**src/rtl/cfg_frame_loader_if.sv**
```systemverilog
// Host byte link plus config-register write port of the frame loader.
// The master side is the byte source and the observer of the write port.
interface cfg_frame_loader_if;
    logic        rx_valid;
    logic [7:0]  rx_data;
    logic        rx_ready;
    logic        cfg_we;
    logic [3:0]  cfg_addr;
    logic [15:0] wght_data;
    logic        frame_err;
    logic [7:0]  err_cnt;
    logic        busy;

    modport master (
        output rx_valid, rx_data,
        input  rx_ready, cfg_we, cfg_addr, wght_data, frame_err, err_cnt, busy
    );

    modport slave (
        input  rx_valid, rx_data,
        output rx_ready, cfg_we, cfg_addr, wght_data, frame_err, err_cnt, busy
    );
endinterface

```
**src/rtl/cfg_frame_loader.sv**
```systemverilog
// Parses 0xA5|addr|data_hi|data_lo|csum frames from a byte stream and issues
// one config-register write per good frame; bad or stalled frames are counted.
module cfg_frame_loader #(
    parameter logic [7:0] SYNC_BYTE   = 8'hA5,
    parameter logic [3:0] MAX_ADDR    = 4'h5,
    parameter int         TIMEOUT_CYC = 1000
) (
    input logic               clk,
    input logic               rst,
    cfg_frame_loader_if.slave bus
);
    localparam int TW = $clog2(TIMEOUT_CYC + 1);

    typedef enum logic [2:0] {IDLE, ADDR, DHI, DLO, CSUM, WRITE} state_t;

    state_t        state;
    state_t        state_next;
    logic [TW-1:0] idle_cnt;
    logic [TW-1:0] idle_cnt_next;
    logic [7:0]    addr_byte;
    logic [7:0]    dhi_byte;
    logic [7:0]    dlo_byte;
    logic [3:0]    cfg_addr;
    logic [15:0]   wght_data;
    logic          frame_err;
    logic [7:0]    err_cnt;
    logic          ready;
    logic          accept;
    logic          in_frame;
    logic          frame_good;
    logic          timeout;
    logic          reject;
    logic          commit;

    assign ready    = (state != WRITE);
    assign accept   = bus.rx_valid && ready;
    assign in_frame = (state == ADDR) || (state == DHI) || (state == DLO) || (state == CSUM);

    // The checksum byte is judged as it arrives, against the three stored bytes.
    assign frame_good = (bus.rx_data == (addr_byte ^ dhi_byte ^ dlo_byte)) &&
                        (addr_byte[7:4] == 4'h0) &&
                        (addr_byte[3:0] <= MAX_ADDR);
    assign timeout = in_frame && !accept && (idle_cnt == TW'(TIMEOUT_CYC - 1));
    assign reject  = ((state == CSUM) && accept && !frame_good) || timeout;
    assign commit  = (state == CSUM) && accept && frame_good;

    always_comb begin
        state_next    = state;
        idle_cnt_next = '0;
        case (state)
            IDLE:    if (accept && (bus.rx_data == SYNC_BYTE)) state_next = ADDR;
            ADDR:    if (accept) state_next = DHI;
            DHI:     if (accept) state_next = DLO;
            DLO:     if (accept) state_next = CSUM;
            CSUM:    if (accept) state_next = frame_good ? WRITE : IDLE;
            WRITE:   state_next = IDLE;
            default: state_next = IDLE;
        endcase
        if (in_frame && !accept) begin
            if (timeout) state_next = IDLE;
            else         idle_cnt_next = idle_cnt + 1'b1;
        end
    end

    always_ff @(posedge clk or negedge rst) begin
        if (!rst) begin
            state     <= IDLE;
            idle_cnt  <= '0;
            cfg_addr  <= '0;
            wght_data <= '0;
            frame_err <= 1'b0;
            err_cnt   <= '0;
        end else begin
            state     <= state_next;
            idle_cnt  <= idle_cnt_next;
            frame_err <= reject;
            if (reject && (err_cnt != 8'hFF)) err_cnt <= err_cnt + 1'b1;
            // Write port values change only on a committed frame and then hold.
            if (commit) begin
                cfg_addr  <= addr_byte[3:0];
                wght_data <= {dhi_byte, dlo_byte};
            end
        end
    end

    always_ff @(posedge clk) begin
        if (accept) begin
            case (state)
                ADDR:    addr_byte <= bus.rx_data;
                DHI:     dhi_byte  <= bus.rx_data;
                DLO:     dlo_byte  <= bus.rx_data;
                default: ;
            endcase
        end
    end

    assign bus.rx_ready  = ready;
    assign bus.cfg_we    = (state == WRITE);
    assign bus.cfg_addr  = cfg_addr;
    assign bus.wght_data = wght_data;
    assign bus.frame_err = frame_err;
    assign bus.err_cnt   = err_cnt;
    assign bus.busy      = (state != IDLE);
endmodule

```
**src/flat_wrapper.sv**
```systemverilog
// flat-port wrapper written by rule: the top's interface ports become plain ports
module cfg_frame_loader_flat 
#(
    parameter logic [7:0] SYNC_BYTE   = 8'hA5,
    parameter logic [3:0] MAX_ADDR    = 4'h5,
    parameter int         TIMEOUT_CYC = 1000
)
  (clk, rst, bus_rx_valid, bus_rx_data, bus_rx_ready, bus_cfg_we, bus_cfg_addr, bus_wght_data, bus_frame_err, bus_err_cnt, bus_busy);
  cfg_frame_loader_if bus_i ();
  input logic clk;
  input logic rst;
  input wire logic [$bits(bus_i.rx_valid)-1:0] bus_rx_valid;
  input wire logic [$bits(bus_i.rx_data)-1:0] bus_rx_data;
  output wire logic [$bits(bus_i.rx_ready)-1:0] bus_rx_ready;
  output wire logic [$bits(bus_i.cfg_we)-1:0] bus_cfg_we;
  output wire logic [$bits(bus_i.cfg_addr)-1:0] bus_cfg_addr;
  output wire logic [$bits(bus_i.wght_data)-1:0] bus_wght_data;
  output wire logic [$bits(bus_i.frame_err)-1:0] bus_frame_err;
  output wire logic [$bits(bus_i.err_cnt)-1:0] bus_err_cnt;
  output wire logic [$bits(bus_i.busy)-1:0] bus_busy;
  assign bus_i.rx_valid = bus_rx_valid;
  assign bus_i.rx_data = bus_rx_data;
  assign bus_rx_ready = bus_i.rx_ready;
  assign bus_cfg_we = bus_i.cfg_we;
  assign bus_cfg_addr = bus_i.cfg_addr;
  assign bus_wght_data = bus_i.wght_data;
  assign bus_frame_err = bus_i.frame_err;
  assign bus_err_cnt = bus_i.err_cnt;
  assign bus_busy = bus_i.busy;
  cfg_frame_loader #(.SYNC_BYTE(SYNC_BYTE), .MAX_ADDR(MAX_ADDR), .TIMEOUT_CYC(TIMEOUT_CYC)) u_core (.clk(clk), .rst(rst), .bus(bus_i));
endmodule
```
**config.mk**
```make
export PLATFORM = sky130hd
export DESIGN_NAME = cfg_frame_loader_flat
export DESIGN_NICKNAME = d
export VERILOG_FILES = /design/src/rtl/cfg_frame_loader_if.sv /design/src/rtl/cfg_frame_loader.sv /design/src/flat_wrapper.sv
export SDC_FILE = /design/constraint.sdc
export NUM_CORES = 1
export LEC_CHECK = 0
export ABC_AREA = 1
export BUFFER_PORTS_ARGS = -buffer_cell sky130_fd_sc_hd__buf_2
export CORE_UTILIZATION = 45
export DETAILED_ROUTE_END_ITERATION = 10
export PLACE_DENSITY = 0.65
export SYNTH_ARGS = -nofsm -noshare
export SYNTH_HDL_FRONTEND = slang
export SYNTH_SLANG_ARGS = --single-unit
export TNS_END_PERCENT = 1
```
**constraint.sdc**
```tcl
create_clock -name clk -period 1.85 [get_ports clk]
set_input_delay 0.185 -clock clk [delete_from_list [all_inputs] [get_ports clk]]
set_output_delay 0.185 -clock clk [all_outputs]
set_load 0.05 [all_outputs]
```
==> run_results.csv <==
group,metric,value,unit
outcome,status,"complete, no violations",
detailed_routing,wl,5.901,mm
yosys,synth-edff-count,24,
yosys,synth_ff_type,"dfrtp_1",
place,dp_slack,0.1488,ns
cells_and_area,drive_gt1_share,22.46,%
yosys,yosys_warnings,0,
yosys,synth_commonest_cells,"94 x nand2_1, 42 x dfrtp_1, 42 x inv_1",
setup_path,arrival,1.96,ns
flow_run,maxCapViolations,0,
clock_tree,cts_buffers,9,
yosys,synthCells,344,
clock_tree,cts_max_level,3,
timing,max_freq,0.5796,GHz
global_route,first_global_vias,2269,
yosys,synth-seq-cells,66,
global_route,grt_start_max_net_pins,43,
detailed_routing,wl_per_cell,12.02,um
timing,maxSlewViolCount,0,
die,ioPinCount,43,
die,dieWidth,84.64,um
clock_tree,cts_tree,"built",
die,dieArea,7163,um2
cells_and_area,antennaDiodeCount,0,
place,gp_congestion,0.8236,
setup_path,worstPathMaxFanout,6,
timing,fin_crit,1.725,ns
clock_tree,clk_latency,0.34,ns
timing,worst_slack,0.1247,ns
yosys,synthArstFlopShare,63.64,%
pwr,p_leak,1.869,nW
clock_tree,cts.sinks,66,
yosys,synth_top_area_share,34.20,%
die,die_h,84.64,um
detailed_routing,drc,0,
setup_path,criticalPathCategory,"flop to flop",
detailed_routing,drt_iter0_drc,80,
pwr,powerDensity,1008,nW/um2
yosys,synth.avg_cell_area,8.933,um2
timing,setup_viol,0,
setup_path,start_kind,"flop",
place,hpwlAfterDp,4.200,mm
cells_and_area,fin_nets,422,
yosys,synthTopCellsByArea,"dfrtp_1 34%, edfxtp_1 23%, nand2_1 11%",
detailed_routing,drtAntennaViolNets,0,
timing,clock_skew,0.004921,ns
place,io_buffers,42,
yosys,syn_nets,357,
yosys,synthMostInstantiatedCell,"nand2_1",
yosys,syn_area,3073,um2
setup_path,end_kind,"flop",
clock_tree,clock-root-buffer,"clkbuf_8",
die,initial_core_util,47.58,%
detailed_routing,dr.pass1.iters,6,
die,num_rows,29,
global_route,grt.total_usage,18.62,%
timing,relSlewSlack,64.59,%
yosys,synth_top_cell_by_area,"dfrtp_1",
timing,hold_violations,0,
timing,rsz0062_at_grt,"yes",
global_route,grt_pass1_wl,10.13,mm
detailed_routing,viasPerCell,4.807,
min_path,min_path_type,"primary input to flop",
clock_tree,clock_tree.buffer_depth,2,
timing,fin_crit_sh,93.26,%
global_route,grt-ovfl-total,0,
detailed_routing,vias,2360,
pwr,ir_worst_vdd,620.1,uV
yosys,ys_types,27,
global_route,antenna_found_initial,0,
clock_tree,clk_pin_slew,0.06,ns
die,coreArea,6459,um2
timing,worst_pin_slew,0.5312,ns
timing,tns,0,ns
setup_path,worstPathRequired,2.08,ns
cells_and_area,synthToLayoutAreaGrowth,19.67,%
yosys,yosysSeqAreaShare,57.65,%
report_power, final:
group | switching, mW | internal, mW | leakage [nW] | total (mW)
sequential | 0.114 | 1.68 | 0.799 | 1.80
clock | 0.526 | 0.552 | 0.0908 | 1.08
combinational | 0.568 | 0.266 | 0.979 | 0.833
registers in the layout (all words and copies together), names as in the netlist:
name / count
u_core.bus.err_cnt: 8
u_core.dhi_byte: 8
u_core.idle_cnt: 10
u_core.addr_byte: 8
u_core.bus.frame_err: 1
u_core.bus.cfg_addr: 4
u_core.bus.wght_data: 16
u_core.state: 3
u_core.dlo_byte: 8
per-stage QoR:
step                cell area, um2  cells  total power [mW]  utilization, %  hold slack (ns)
finish                        3677    491             3.706           56.94          0.07527
global route                  3677    491             3.917           56.94          0.06899
CTS                           3620    486             3.733           56.04          0.06251
detailed placement            3437    469             2.649           53.22           0.2889
global placement              3437    469             2.628           53.22           0.2878
floorplan                     3075    344             2.380               -          -0.1106
critical path, stage by stage, from the launching register on:
cell,delay (ns)
edfxtp_1,0.40
or2_1,0.27
nand2_1,0.06
nand2_1,0.07
nand3_1,0.07
nand2_1,0.06
nor2_2,0.12
nand4_1,0.12
buf_6,0.16
buf_2,0.15
nand2_1,0.07
o21ai_1,0.05
metal layers:
metal | share of wire (%) | vias up | track usage, %
li1 | - | 1232 | -
met1 | 49 | 1076 | 23.98
met2 | 45 | 38 | 29.27
met3 | 3.8 | 14 | 4.621
met4 | 2.1 | 0 | 9.707
met5 | 0 | - | 0
logic make-up (layout without fill, tap and decap cells):
| logic type | Yosys count | in the layout | synth area share [%] |
|---|---|---|---|
| flip-flops | 66 | 66 | 57.65 |
| AO/OA/AOI/OAI | 30 | 30 | 5.130 |
| adder cells (fa/ha/maj) | 2 | 2 | 0.8142 |
| XOR/XNOR | 17 | 17 | 4.845 |
| AND/OR/NAND/NOR | 172 | 172 | 24.43 |
| buffers and inverters | 57 | 127 | 7.125 |
worst paths after layout:
path                                                    from  slack (ns)                                    to  cells past startpoint
worst max-delay path            u_core.dhi_byte[3]$_DFFE_PP_        0.12  u_core.bus.wght_data[13]$_DFFE_PN0P_                     11
worst min-delay path                          bus_rx_data[2]        0.08         u_core.addr_byte[2]$_DFFE_PP_                      1
worst max register to register  u_core.dhi_byte[3]$_DFFE_PP_        0.12  u_core.bus.wght_data[13]$_DFFE_PN0P_                     11
worst min register to register  u_core.idle_cnt[0]$_DFF_PN0_        0.47          u_core.idle_cnt[0]$_DFF_PN0_                      1
max in group asynchronous                                rst        1.04             u_core.state[1]$_DFF_PN0_                      3
min in group asynchronous                                rst        0.43   u_core.bus.wght_data[5]$_DFFE_PN0P_                      3
layout make-up:
| class | count | area [um2] |
|---|---|---|
| clock inverters | 3 | 13.76 |
| multi-input cells | 221 | 1092 |
| inverters | 53 | 198.9 |
| flip-flops and latches | 66 | 1772 |
| fillers | 609 | 2781 |
| well taps | 77 | 96.34 |
| repair buffers | 58 | 345.3 |
| clock buffers | 13 | 158.9 |
cell usage in the layout, fill, tap and decap left out:
cell type	netlist	routed
a21oi_1	5	5
a21oi_2	1	1
and3_1	2	2
buf_2	4	43
buf_4	0	10
buf_6	0	4
clkbuf_1	0	2
clkbuf_8	0	11
clkinv_1	0	1
clkinv_2	0	2
dfrtp_1	42	42
dlygate4sd3_1	0	1
edfxtp_1	24	24
ha_1	2	2
inv_1	42	42
inv_2	11	11
nand2_1	94	92
nand2_2	1	3
nand2_4	2	2
nand3_1	23	23
nand3_2	1	1
nand4_1	3	3
nand4_2	1	1
nor2_1	29	27
nor2_2	1	3
nor3_1	10	10
nor3_2	1	1
nor4_1	3	3
o2111ai_1	1	1
o21ai_0	2	2
o21ai_1	21	21
or2_1	1	1
xnor2_1	7	7
xor2_1	10	10
timing repair:
action | 4_1_cts | 5_1_grt
setup buffers | 0 | 3
endpoints found under the setup margin | 0 | 29
resized for setup | 0 | 9
hold buffers | 1 | 0
hold endpoints to repair | 42 | 0
Note: power is estimated with default switching activity, not from simulation.
